<file path="src/rtl/regfile_sequencer.sv">
// Maintenance master for the register file: fills every register with one value
// or streams every register out over valid/ready in index order.
module regfile_sequencer #(
  parameter int DATA_WIDTH    = 32,
  parameter int REG_NUM_WIDTH = 5,
  parameter int REG_FILE_SIZE = 32
) (
  input  logic                     clk,
  input  logic                     rst,
  input  logic                     cmdValid,
  output logic                     cmdReady,
  input  logic                     cmdOp,
  input  logic [DATA_WIDTH-1:0]    cmdData,
  output logic [REG_NUM_WIDTH-1:0] rfRdNum,
  input  logic [DATA_WIDTH-1:0]    rfRdData,
  output logic [REG_NUM_WIDTH-1:0] rfWrNum,
  output logic [DATA_WIDTH-1:0]    rfWrData,
  output logic                     rfWrEnable,
  output logic                     outValid,
  input  logic                     outReady,
  output logic [DATA_WIDTH-1:0]    outData,
  output logic [REG_NUM_WIDTH-1:0] outNum,
  output logic                     outLast,
  output logic                     busy
);

  localparam logic [REG_NUM_WIDTH-1:0] LAST_IDX = REG_NUM_WIDTH'(REG_FILE_SIZE - 1);

  typedef enum logic [1:0] {IDLE, FILL, DUMP} state_t;

  state_t                   state;
  logic [REG_NUM_WIDTH-1:0] idx;
  logic [DATA_WIDTH-1:0]    fillVal;
  logic                     capDone;   // last index already captured into the buffer
  logic                     capture;
  logic                     beatTaken;

  assign capture    = (state == DUMP) && (!outValid || outReady) && !capDone;
  assign beatTaken  = outValid && outReady;

  assign cmdReady   = (state == IDLE);
  assign busy       = !cmdReady;
  assign rfWrEnable = (state == FILL);
  assign rfWrNum    = (state == FILL) ? idx : '0;
  assign rfWrData   = fillVal;
  assign rfRdNum    = (state == DUMP) ? idx : '0;

  always_ff @(posedge clk or negedge rst) begin
    if (!rst) begin
      state    <= IDLE;
      idx      <= '0;
      fillVal  <= '0;
      capDone  <= 1'b0;
      outValid <= 1'b0;
      outData  <= '0;
      outNum   <= '0;
      outLast  <= 1'b0;
    end else begin
      case (state)
        IDLE: begin
          if (cmdValid) begin
            fillVal <= cmdData;
            idx     <= '0;
            capDone <= 1'b0;
            state   <= cmdOp ? FILL : DUMP;
          end
        end
        FILL: begin
          if (idx == LAST_IDX) begin
            idx   <= '0;
            state <= IDLE;
          end else begin
            idx <= idx + 1'b1;
          end
        end
        DUMP: begin
          if (capture) begin
            outData  <= rfRdData;
            outNum   <= idx;
            outLast  <= (idx == LAST_IDX);
            outValid <= 1'b1;
            if (idx == LAST_IDX) capDone <= 1'b1;
            else                 idx     <= idx + 1'b1;
          end else if (beatTaken) begin
            outValid <= 1'b0;
          end
          // Last beat handed off: walk complete, release the interface.
          if (beatTaken && outLast) begin
            state    <= IDLE;
            outValid <= 1'b0;
            idx      <= '0;
            capDone  <= 1'b0;
          end
        end
        default: state <= IDLE;
      endcase
    end
  end

endmodule

</file>
<file path="config.mk">
export PLATFORM = sky130hd
export DESIGN_NAME = regfile_sequencer
export DESIGN_NICKNAME = d
export VERILOG_FILES = /design/src/rtl/regfile_sequencer.sv
export SDC_FILE = /design/constraint.sdc
export NUM_CORES = 1
export LEC_CHECK = 0
export CAP_MARGIN = 20
export CORE_ASPECT_RATIO = 2
export CORE_MARGIN = 2
export CORE_UTILIZATION = 44
export CTS_BUF_LIST = sky130_fd_sc_hd__clkbuf_4 sky130_fd_sc_hd__clkbuf_8 sky130_fd_sc_hd__clkbuf_16
export DETAILED_ROUTE_END_ITERATION = 16
export PLACE_DENSITY = 0.85
export SLEW_MARGIN = 30
export SYNTH_ARGS = -nofsm -noshare
export SYNTH_HDL_FRONTEND = slang
export SYNTH_SLANG_ARGS = --single-unit
</file>
<file path="constraint.sdc">
create_clock -name clk -period 6.6 [get_ports clk]
set_input_delay 1.32 -clock clk [delete_from_list [all_inputs] [get_ports clk]]
set_output_delay 1.32 -clock clk [all_outputs]
set_load 0.01 [all_outputs]
</file>
==> flow_metrics.py, run 1 <==
metrics = {
    "synthesis": {
        "synth.most_common_cell": "dfrtp_1",
        "ys.warnings.count": 0,
        "syn_area_sq_um": 3230,
        "synthAdderAreaFrac_pct": 2.32,
        "synthArstFlopShare_pct": 100,
        "synth-compound-area-share_pct": 4.49,
        "seq_area_frac_synth_pct": 61.1,
        "netlist_top_cells_area": "dfrtp_1 61%, mux2_2 23%, ha_1 2.3%",
        "synth_edf_count": 0,
        "synth.net_count": 293,
        "ys_ff_latch": 79,
        "synth_xor_area_share_pct": 0,
        "synth_common_cells": "79 x dfrtp_1, 67 x mux2_2, 10 x and2_1, 8 x inv_1, 6 x ha_1",
        "synth_top_family_by_area": "multiplexers",
        "synthFlopType": "dfrtp_1",
        "yosys.area.top_type_share_pct": 61.1,
        "ys_types": 32,
        "synth_simple_gate_area_share_pct": 5.34,
        "synthCells": 218,
        "yosys.area.top_type": "dfrtp_1",
        "syn_area_per_cell_sq_um": 14.8,
        "muxShareOfSynthArea_pct": 24.7,
    },
    "cts": {
        "cts_setup_buffers": 0,
        "insertion_delay_ps": 330,
        "cts_tree": "built",
        "postCtsHoldBufs": 0,
        "ctsHtreeMaxLevel": 3,
        "clock_path_buffers": 2,
        "ctsRootBufferMaster": "clkbuf_16",
        "numCtsBuffers": 9,
        "cts.repair.resized": 0,
        "cts.clk_slew.worst_paths_ps": 60,
        "cts.sinks": 79,
    },
    "floorplanning": {
        "rows": 44,
        "core_area_sq_um": 7210,
        "die-width_microns": 64.6,
        "die_area_sq_um": 8090,
        "io-pin-count": 153,
        "initial_core_util_pct": 44.8,
        "die_y_microns": 125,
    },
    "drt": {
        "post-route-drc-count": 0,
        "wirelength_mm": 7.66,
        "vias_per_cell": 4.93,
        "dr.first_iter.drc_count": 67,
        "num_vias": 2326,
        "drt_pre_antenna_iters": 6,
        "wl_per_cell_microns": 16.2,
        "antenna_left": 0,
    },
    "worst_setup_path": {
        "cp-end-kind": "primary output",
        "crit_type": "flop to primary output",
        "critical_path_required_ps": 5280,
        "path_max_fanout": 13,
        "crit_buf_inv": 2,
        "crit_path_cell_trace": "inv_1 -> ha_1 -> and2_1 -> clkdlybuf4s50_1",
        "cp_top_family": "buffers and inverters",
        "start_kind": "flop",
        "max_stage_delay_ps": 570,
        "crit_slowest_cell": "clkdlybuf4s50_1",
        "crit_arrival_ps": 2020,
    },
    "finish": {
        "antenna_cells": 0,
        "instances_no_fill": 472,
        "num-nets-final": 450,
        "area_growth_pct": 60.1,
        "layout-drive-gt1-share_pct": 24.7,
        "fin_util_pct": 71.8,
    },
    "timing": {
        "finalHoldViolCount": 0,
        "max_slew_margin_pct": 53.6,
        "clock.fmax_ghz": 0.300,
        "fin_setup_tns_ps": 0,
        "post-route-min-period_ps": 3340,
        "holdWs_ps": 482,
        "finalCritPeriodShare_pct": 50.6,
        "finalSetupViolations": 0,
        "drv_slew": 0,
        "fin_skew_ps": 7.35,
        "worstMarginPinSlew_ps": 696,
        "rsz0062_at_grt": "no",
    },
    "global_routing": {
        "grt_pass1_vias": 2506,
        "grt_start_max_net_pins": 80,
        "grt_overflow": 0,
        "antenna_found_initial": 0,
        "grt_pass1_wl_mm": 12.3,
        "grt_use_total_pct": 20.3,
    },
    "place": {
        "io_buffers": 152,
        "dp_hpwl_mm": 5.74,
        "place_congestion": 0.793,
        "dp.cells": 456,
    },
    "power": {
        "p_leak_uw": 0.00219,
        "peakVddDrop_mv": 0.305,
        "power.total_uw": 2280,
        "p_per_area_nw_per_um2": 441,
    },
    "status": {
        "status": "complete, no violations",
    },
    "worst_hold_path": {
        "min_path_type": "flop to flop",
    },
    "run": {
        "maxCapViolCount": 0,
    },
}
## worst register-to-register path, stage by stage, from the launching register on
cell and delay (ps):
dfrtp_1 410, inv_1 90, ha_1 410, inv_1 160, nor3_4 580, buf_4 430
mux2_2 390
## state kept, by name (all words and copies together), names as in the netlist
name	flops
outData	32
rfWrData	32
outValid	1
capDone	1
idx	5
state	2
outLast	1
outNum	5
## final timing paths
path / from / cells after the start / to / slack (ps)
worst min-delay path: outData[12] / 1 / outData[12] / 480
worst max-delay path: state[0] / 4 / rfRdNum[0] / 3260
worst max register to register: state[0] / 6 / outData[17] / 4010
max in group asynchronous: rst / 1 / outData[27] / 5110
min in group asynchronous: rst / 1 / rfWrData[6] / 1010
worst min register to register: outData[12] / 1 / outData[12] / 480
## power breakdown
group	switching [uW]	internal [uW]
registers	109	695
logic	363	607
clock network	186	324
## layout by cell type (no fill, tap or decap), types with 2 or more instances in the layout
cell	instances
clkdlybuf4s50_1	151
dfrtp_1	79
mux2_2	67
and2_1	10
clkbuf_16	9
inv_1	8
ha_1	6
nand2_1	4
o21ai_0	4
mux2_1	3
nand3_1	3
a22o_1	3
nor2_1	3
clkbuf_8	3
a21oi_1	2
a22o_2	2
buf_4	2
## through the flow
step           instance area [sq um]  setup WS, ps
3_3_place_gp                    4850          3130
6_report                        5170          3260
4_1_cts                         5170          3230
2_1_floorplan                   3230          4140
3_5_place_dp                    4850          3040
5_1_grt                         5170          3160
## routing by layer
layer / vias up / track usage, % / share of wire [%]
li1: 1083 / - / -
met1: 1143 / 19.6 / 34
met2: 82 / 37.3 / 57
met3: 18 / 5.76 / 5.2
met4: 0 / 10.8 / 3.3
met5: - / 0 / 0
## final cells by class
class                   count  area (sq um)
clock buffers              12           267
clock inverters             4          51.3
well taps                  92           115
multi-input cells         123          1200
repair buffers            154          1540
flip-flops and latches     79          1980
fillers                   516          2040
inverters                   8          30.0
## logic make-up after synthesis
logic type	after synthesis
DFF	79
buffers and inverters	16
and+or+nand+nor	27
muxes	71
AOI/OAI and AO/OA	19
adders and majority gates	6
Note: power is estimated with default switching activity, not from simulation.
==> run 2: changes to the inputs <==
--- a/config.mk
+++ b/config.mk
@@ -8,10 +8,10 @@
 export CAP_MARGIN = 20
 export CORE_ASPECT_RATIO = 2
 export CORE_MARGIN = 2
-export CORE_UTILIZATION = 44
+export CORE_UTILIZATION = 41
 export CTS_BUF_LIST = sky130_fd_sc_hd__clkbuf_4 sky130_fd_sc_hd__clkbuf_8 sky130_fd_sc_hd__clkbuf_16
 export DETAILED_ROUTE_END_ITERATION = 16
-export PLACE_DENSITY = 0.85
+export PLACE_DENSITY = 0.8
 export SLEW_MARGIN = 30
 export SYNTH_ARGS = -nofsm -noshare
 export SYNTH_HDL_FRONTEND = slang
==> constraint.sdc (replaced) <==
create_clock -name clk -period 3.4 [get_ports clk]
set_input_delay 0.68 -clock clk [delete_from_list [all_inputs] [get_ports clk]]
set_output_delay 0.68 -clock clk [all_outputs]
set_load 0.01 [all_outputs]
==> flow_metrics.py, run 2 (synthesis gave the netlist of run 1 again) <==
metrics = {
    "finish": {
        "num-nets-final": 452,
        "layout-drive-gt1-share_pct": 24.5,
        "layout_common_cells": "151 x clkdlybuf4s50_1, 79 x dfrtp_1, 67 x mux2_2, 10 x and2_1, 9 x clkbuf_16",
        "nFillCells": 592,
        "final_common_cell": "clkdlybuf4s50_1",
        "area_growth_pct": 59.3,
        "antenna_cells": 0,
        "final_cell_area_sq_um": 5150,
    },
    "place": {
        "placed_cell_area_sq_um": 4870,
        "dp_hpwl_mm": 5.88,
        "place_congestion": 0.763,
        "io_buffers": 152,
        "pre_cts_slack_ps": 964,
    },
    "timing": {
        "drv_slew": 0,
        "fin_ws_ps": 745,
        "fin_setup_tns_ps": 0,
        "fin_skew_ps": 2.49,
        "clock.fmax_ghz": 0.377,
        "finalSetupViolations": 0,
        "finalHoldViolCount": 0,
        "worstMarginPinSlew_ps": 727,
        "finalCritPeriodShare_pct": 78.1,
        "post-route-min-period_ps": 2660,
        "rsz0062_at_grt": "no",
        "max_slew_margin_pct": 51.5,
    },
    "power": {
        "intPower_uw": 3110,
        "p_sw_uw": 1260,
        "peakVddDrop_mv": 0.554,
        "p_seq_share_pct": 35.5,
        "p_per_area_nw_per_um2": 847,
        "p_leak_uw": 0.00218,
        "p_sw_share_pct": 28.8,
        "p_comb_share_pct": 43.6,
        "clkPwrFrac_pct": 20.9,
    },
    "worst_setup_path": {
        "crit_type": "flop to primary output",
        "crit_slowest_cell": "clkdlybuf4s50_1",
        "max_stage_delay_ps": 560,
        "crit_buf_inv": 2,
        "crit_arrival_ps": 1980,
        "crit_path_cell_trace": "inv_1 -> ha_1 -> and2_1 -> clkdlybuf4s50_1",
        "cp-end-kind": "primary output",
        "start_kind": "flop",
        "cp_top_family": "buffers and inverters",
        "path_max_fanout": 13,
        "critical_path_required_ps": 2720,
    },
    "floorplanning": {
        "core_area_sq_um": 7600,
        "die_y_microns": 130,
        "die-width_microns": 66.8,
        "die_area_sq_um": 8650,
        "rows": 45,
        "initial_core_util_pct": 42.5,
        "io-pin-count": 153,
    },
    "cts": {
        "numCtsBuffers": 9,
        "ctsHtreeMaxLevel": 3,
        "clock_path_buffers": 2,
        "insertion_delay_ps": 330,
        "cts_setup_buffers": 0,
        "postCtsHoldBufs": 0,
        "cts.repair.resized": 0,
        "cts.sinks": 79,
        "cts_tree": "built",
        "ctsRootBufferMaster": "clkbuf_16",
        "cts.clk_slew.worst_paths_ps": 60,
    },
    "drt": {
        "vias_per_cell": 5.00,
        "dr.first_iter.drc_count": 101,
        "num_vias": 2364,
        "antenna_left": 0,
        "wirelength_mm": 7.84,
        "wl_per_cell_microns": 16.6,
        "post-route-drc-count": 0,
        "drt_pre_antenna_iters": 4,
    },
    "run": {
        "maxCapViolCount": 0,
    },
    "status": {
        "status": "complete, no violations",
    },
    "global_routing": {
        "grt_pass1_vias": 2544,
        "grt_use_total_pct": 19.3,
        "grt_overflow": 0,
        "antenna_found_initial": 0,
        "grt_pass1_wl_mm": 12.3,
        "grt_start_max_net_pins": 80,
    },
    "worst_hold_path": {
        "min_path_type": "primary input to async pin",
    },
}
## run 2: layout make-up
| type | count | area, sq um | area share (%) |
|---|---|---|---|
| repair buffers | 156 | 1550 | 30.2 |
| inverters | 8 | 30.0 | 0.583 |
| clock inverters | 2 | 35.0 | 0.680 |
| multi-input cells | 123 | 1200 | 23.3 |
| well taps | 94 | 118 | 2.28 |
| flip-flops and latches | 79 | 1980 | 38.4 |
| clock buffers | 11 | 240 | 4.66 |
## run 2: worst paths after layout
| check | cells after the start | endpoint | from | slack, ps |
|---|---|---|---|---|
| max in group asynchronous | 1 | rfWrData[29] | rst | 2520 |
| worst min register to register | 1 | outData[12] | outData[12] | 480 |
| worst min-delay path | 1 | outData[7] | rst | 340 |
| worst max register to register | 7 | idx[2] | idx[0] | 1040 |
| worst max-delay path | 4 | rfRdNum[3] | state[0] | 740 |
| min in group clk | 1 | outData[12] | outData[12] | 480 |
## run 2: metal layers
layer	track usage, %	up-vias	share of wire [%]
met2	35.5	88	58
met1	18.6	1176	32
li1	-	1080	-
met3	5.99	20	6.2
met5	0	-	0
met4	9.48	0	3.1
## run 2: power by group through the flow
stage	logic, uW	registers (uW)	clock network [uW]
after floorplan	643	1750	0
after global placement	1890	1550	0
after detailed placement	1920	1570	0
after CTS	1940	1550	938
after global routing	2030	1600	974
final	1900	1550	913
## run 2: through the flow
step,utilization (%),power (uW),instances,hold slack [ps]
2_1_floorplan,-,2390,218,384
3_3_place_gp,64.1,3430,460,470
3_5_place_dp,64.1,3490,460,476
4_1_cts,67.7,4430,473,489
5_1_grt,67.8,4600,473,446
6_report,67.8,4360,473,345
==> run 3: changes to the inputs <==
==> constraint.sdc (replaced) <==
create_clock -name clk -period 2.75 [get_ports clk]
set_input_delay 0.55 -clock clk [delete_from_list [all_inputs] [get_ports clk]]
set_output_delay 0.55 -clock clk [all_outputs]
set_load 0.01 [all_outputs]
==> flow_metrics.py, run 3 (synthesis gave the netlist of run 1 again) <==
metrics = {
    "status": {
        "status": "complete, no violations",
    },
    "finish": {
        "layout-drive-gt1-share_pct": 24.7,
        "num-nets-final": 452,
        "fin_util_pct": 68.0,
        "layout_common_cells": "151 x clkdlybuf4s50_1, 79 x dfrtp_1, 67 x mux2_2, 10 x and2_1, 9 x clkbuf_16",
        "instances_no_fill": 474,
        "antenna_cells": 0,
        "area_growth_pct": 59.9,
        "final_common_cell": "clkdlybuf4s50_1",
    },
    "power": {
        "clkPwrFrac_pct": 20.9,
        "p_per_area_nw_per_um2": 1050,
        "p_leak_uw": 0.00219,
        "p_comb_share_pct": 43.5,
        "intPower_uw": 3840,
        "p_sw_uw": 1570,
        "p_seq_share_pct": 35.6,
        "peakVddDrop_mv": 0.613,
        "p_sw_share_pct": 29.0,
    },
    "floorplanning": {
        "die_y_microns": 130,
        "io-pin-count": 153,
        "initial_core_util_pct": 42.5,
        "die_area_sq_um": 8650,
        "die-width_microns": 66.8,
        "rows": 45,
        "core_area_sq_um": 7600,
    },
    "timing": {
        "drv_slew": 0,
        "max_slew_margin_pct": 64.4,
        "post-route-min-period_ps": 2570,
        "fin_skew_ps": 4.73,
        "rsz0062_at_grt": "no",
        "clock.fmax_ghz": 0.389,
        "finalHoldViolCount": 0,
        "fin_ws_ps": 179,
        "finalCritPeriodShare_pct": 93.5,
        "fin_setup_tns_ps": 0,
        "worstMarginPinSlew_ps": 534,
        "finalSetupViolations": 0,
    },
    "cts": {
        "cts_tree": "built",
        "cts.clk_slew.worst_paths_ps": 50,
        "clock_path_buffers": 2,
        "ctsRootBufferMaster": "clkbuf_16",
        "numCtsBuffers": 9,
        "postCtsHoldBufs": 0,
        "cts_setup_buffers": 0,
        "cts.repair.resized": 0,
        "cts.sinks": 79,
        "insertion_delay_ps": 330,
        "ctsHtreeMaxLevel": 3,
    },
    "drt": {
        "wl_per_cell_microns": 16.6,
        "vias_per_cell": 4.99,
        "antenna_left": 0,
        "post-route-drc-count": 0,
        "num_vias": 2364,
        "drt_pre_antenna_iters": 4,
        "dr.first_iter.drc_count": 79,
        "wirelength_mm": 7.86,
    },
    "place": {
        "place_congestion": 0.768,
        "dp_hpwl_mm": 5.97,
        "io_buffers": 152,
        "dp.cells": 460,
        "pre_cts_slack_ps": 429,
    },
    "worst_setup_path": {
        "crit_type": "flop to primary output",
        "crit_slowest_cell": "clkdlybuf4s50_1",
        "critical_path_required_ps": 2200,
        "path_max_fanout": 13,
        "start_kind": "flop",
        "cp-end-kind": "primary output",
        "max_stage_delay_ps": 550,
        "crit_path_cell_trace": "inv_1 -> ha_1 -> and2_1 -> clkdlybuf4s50_1",
        "crit_arrival_ps": 2020,
    },
    "run": {
        "maxCapViolCount": 0,
    },
    "global_routing": {
        "grt_overflow": 0,
        "grt_pass1_wl_mm": 12.5,
        "antenna_found_initial": 0,
        "grt_use_total_pct": 19.5,
        "grt_start_max_net_pins": 42,
        "grt_pass1_vias": 2627,
    },
    "worst_hold_path": {
        "min_path_type": "primary input to async pin",
    },
}
[run 3: cell count changes in the layout (fill, tap and decap cells not counted)]
cell       delta
clkbuf_4      -1
bufinv_16     -1
clkbuf_8      +4
clkinv_2      -1
buf_6         -1
buf_12        +1
[run 3: final timing paths]
kind                             from           to  slack [ps]  cells after the start
max                          state[0]   rfRdNum[0]         180                      4
min                               rst  outData[16]         210                      1
max reg2reg                    idx[0]       idx[3]         390                      7
min reg2reg                outData[8]   outData[8]         490                      1
max in group asynchronous         rst  outData[30]        1960                      2
min in group clk           outData[8]   outData[8]         490                      1
[run 3: through the flow]
| step | instance area, sq um | hold slack, ps | total power [uW] |
|---|---|---|---|
| after floorplan | 3230 | 254 | 2950 |
| after global placement | 4880 | 468 | 4240 |
| after detailed placement | 4880 | 478 | 4320 |
| after CTS | 5170 | 216 | 5480 |
| after global routing | 5170 | 247 | 5700 |
| final | 5170 | 207 | 5410 |
[run 3: power by group through the flow]
stage,Sequential [uW],Clock [uW],Combinational (uW)
after global routing,1990,1210,2500
after global placement,1910,0,2330
after CTS,1930,1160,2390
after floorplan,2160,0,795
after detailed placement,1950,0,2380
final,1930,1130,2350
[run 3: area by class of cell]
cell class,count,area [sq um]
clock buffer,14,288
sequential,79,1980
tap,94,118
fill,555,2430
inverter,8,30.0
timing repair buffer,156,1560
multi-input combinational,123,1200
[run 3: critical path: cells and delay by family, from the launching register on]
family | cells | cell delay (ps)
adders and majority gates | 1 | 430
DFF | 1 | 410
and+or+nand+nor | 1 | 210
buffers and inverters | 2 | 640
[run 3: metal layers]
metal  share of wire (%)  GRT usage, %
met1                  33          20.0
met2                  58          35.8
met3                 5.5          4.17
met4                 3.1          10.4
met5                   0             0
==> variant (settings of run 3) <==
Re-encode `state_t` (3 states) as one-hot, 3 bits wide.
--- a/src/rtl/regfile_sequencer.sv
+++ b/src/rtl/regfile_sequencer.sv
@@ -26,7 +26,7 @@
 
   localparam logic [REG_NUM_WIDTH-1:0] LAST_IDX = REG_NUM_WIDTH'(REG_FILE_SIZE - 1);
 
-  typedef enum logic [1:0] {IDLE, FILL, DUMP} state_t;
+  typedef enum logic [2:0] {IDLE = 3'b001, FILL = 3'b010, DUMP = 3'b100} state_t;
 
   state_t                   state;
   logic [REG_NUM_WIDTH-1:0] idx;
Check against the original RTL: same outputs for any inputs over 10 cycles, from zero or initial values and one cycle with rst low; not proved beyond that.
==> variant against run 3 <==
Total power rose by 1.1%. Routed wire length up 8.1%. Largest power group unchanged. Sequential cell count rose by 1. Setup slack better by 4.8 ps. Area after synthesis grew 5.7%. Clock skew grew 1.8 ps. Largest cell class unchanged. Final area increased by 2.7%. Cell count grew 15%. Synthesized cell count grew 32%.
==> variant: results (changes against run 3) <==
| Metric | Value |
|---|---|
| Register area share after synthesis | `58.6% (-2.5 points)` |
| Post-synth top cells | `nand2_1 (101), dfrtp_1 (79), mux2_2 (20), mux2_4 (20), and2_1 (9)` |
| Crit-path max FO | `9 (-4)` |
| Critical R2R Launch | `idx[0]` |
| Clock Latency Late Sink | `340 ps` |
| Worst R2R Setup Slack | `510 ps (+120 ps)` |
| Ys Warns | `0 (unchanged)` |
| Dpl hpwl | `6150 microns (+3.1%)` |
| Reg-to-reg endpoint | `idx[4]` |
| Worst-Margin Slew | `730 ps (+197 ps)` |
| P_int | `3.75 mW (-2.3%)` |
| Avg Synthesized Cell Area | `11.9 sq um (-20%)` |
| I/O Buffers | `152 (unchanged)` |
| Top_reg_cell synth | `dfrtp_1` |
| Synth area leaders | `dfrtp_1 (58%), nand2_1 (11%), mux2_4 (8.8%), mux2_2 (6.6%), and2_1 (1.6%)` |
| Initial drt markers | `212 (+170%)` |
| Placed cells | `528 (+15%)` |
| HP Class | `in -> async` |
| Nets@finish | `513 (+13%)` |
| CTS Buffer Depth | `2 (unchanged)` |
| Initial antenna violation count | `0 (unchanged)` |
| Clock root cell | `clkbuf_16` |
| Fillers | `632 (+14%)` |
| Non-Filler Instances | `544 (+15%)` |
| Clk slew on worst S/H paths | `around 60 ps` |
| Worst r2r path cells | `6 (-1)` |
| Leak | `2.38 nW (+8.4%)` |
| Status | `finished, final reports clean` |
| Place WS | `354 ps (-75.3 ps)` |
| Synth Net Count | `360 (+23%)` |
| Number of buffers created by CTS | `9 (unchanged)` |
| Arrival time worst endpoint | `2020 ps (about the same)` |
| Number of global-route vias before repair | `2717 (+3.4%)` |
| Largest net degree at the start of global routing | `81 (+93%)` |
| Mux share of post-synthesis cell area | `15.7% (-9.0 points)` |
| Share of flip-flops with an asynchronous set or reset | `100% (unchanged)` |
| Peak VDD IR | `0.545 mV (-11%)` |
| GRT Total Usage | `19.6% (+0.031 points)` |
| Netlist cell types | `39 (+22%)` |
| DRT Pass-1 Iters | `4 (unchanged)` |
| Share of layout cells above drive strength 1 | `16.4% (-8.4 points)` |
| CTS H-tree depth | `3 (unchanged)` |
| Post-synthesis compound-gate area fraction | `3.63% (-0.86 points)` |
| Final Skew | `6.51 ps (+1.77 ps)` |
| Vias per std cell | `4.91 (-1.5%)` |
| # diodes | `0 (unchanged)` |
| First-pass GRT wire length | `13300 microns (+6.6%)` |
| Xor and xnor area share after synthesis | `0% (unchanged)` |
| RePlAce Congestion | `0.805 (+4.8%)` |
| Adder-cell share of the synthesized area | `1.10% (-1.2 points)` |
| Routed len/inst | `15.6 microns (-5.8%)` |
-- variant: cell count changes in the layout (fill, tap and decap cells not counted), sizes merged, moves of 2 or more --
cell and delta:
ha -3, o2bb2ai +2, mux2 -30, inv -2, nand2 +97, or3b +2, clkbuf -5, a22o -5
a31o -2, o21ai +2, o211ai +2, clkinvlp +3
-- variant: per-stage QoR --
stage	utilization (%)	hold slack, ps	area (sq um)
2_1_floorplan	-	254	3420
3_3_place_gp	61.1	458	5000
3_5_place_dp	61.1	461	5000
4_1_cts	64.9	416	5300
5_1_grt	64.9	304	5310
6_report	64.9	225	5310
-- variant: final cells by class --
cell class,count,area (sq um),area share [%]
Timing Repair Buffer,155,1560,29.3
Multi-Input combinational cell,192,1310,24.7
Inverter,3,11.3,0.212
Sequential cell,80,2000,37.8
Clock inverter,7,78.8,1.48
Clock buffer,9,225,4.24
Tap cell,98,123,2.31
-- variant: logic make-up after synthesis --
kind of cell | after synthesis
AND/OR/NAND/NOR | 131
AO/OA/AOI/OAI | 17
multiplexers | 41
buffers and inverters | 16
flip-flops | 80
adder cells (fa/ha/maj) | 3
-- variant: worst max-delay path by stage --
stage	start	endpoint	slack (ps)
2_1_floorplan	idx[0]	idx[4]	740
6_report	state[2]	rfWrNum[2]	180
4_1_cts	state[2]	rfWrNum[2]	50
3_5_place_dp	state[1]	rfWrNum[2]	350
5_1_grt	state[2]	rfWrNum[3]	60
3_3_place_gp	outReady	idx[4]	390
-- variant: timing repair --
action	CTS	global route
endpoints found under the hold margin	0	0
endpoints found under the setup margin	3	4
hold buffers	0	0
pin swaps	0	0
setup buffers	0	0
resized for setup	1	1
-- variant: layer usage --
metal,share of wire [%],routed length [microns],vias to the layer above,GRT usage [%]
li1,-,-,1257,-
met1,36,3070,1279,21.2
met2,54,4590,115,32.8
met3,6.4,544,22,6.38
met4,3.4,287,0,9.56
met5,0,0,-,0
-- variant: power by group through the flow --
stage,Sequential (mW),Clock (mW),Combinational (mW)
final,1.98,1.20,2.28
after global routing,2.05,1.29,2.45
after CTS,1.99,1.24,2.32
after detailed placement,1.99,0,2.30
after global placement,1.98,0,2.24
after floorplan,2.19,0,0.794
-- variant: critical path, cell delays in order, from the launching register on --
cell             delay (ps)
dfrtp_1                 450
or3b_4                  440
inv_1                   120
and2_1                  130
clkdlybuf4s50_1         540
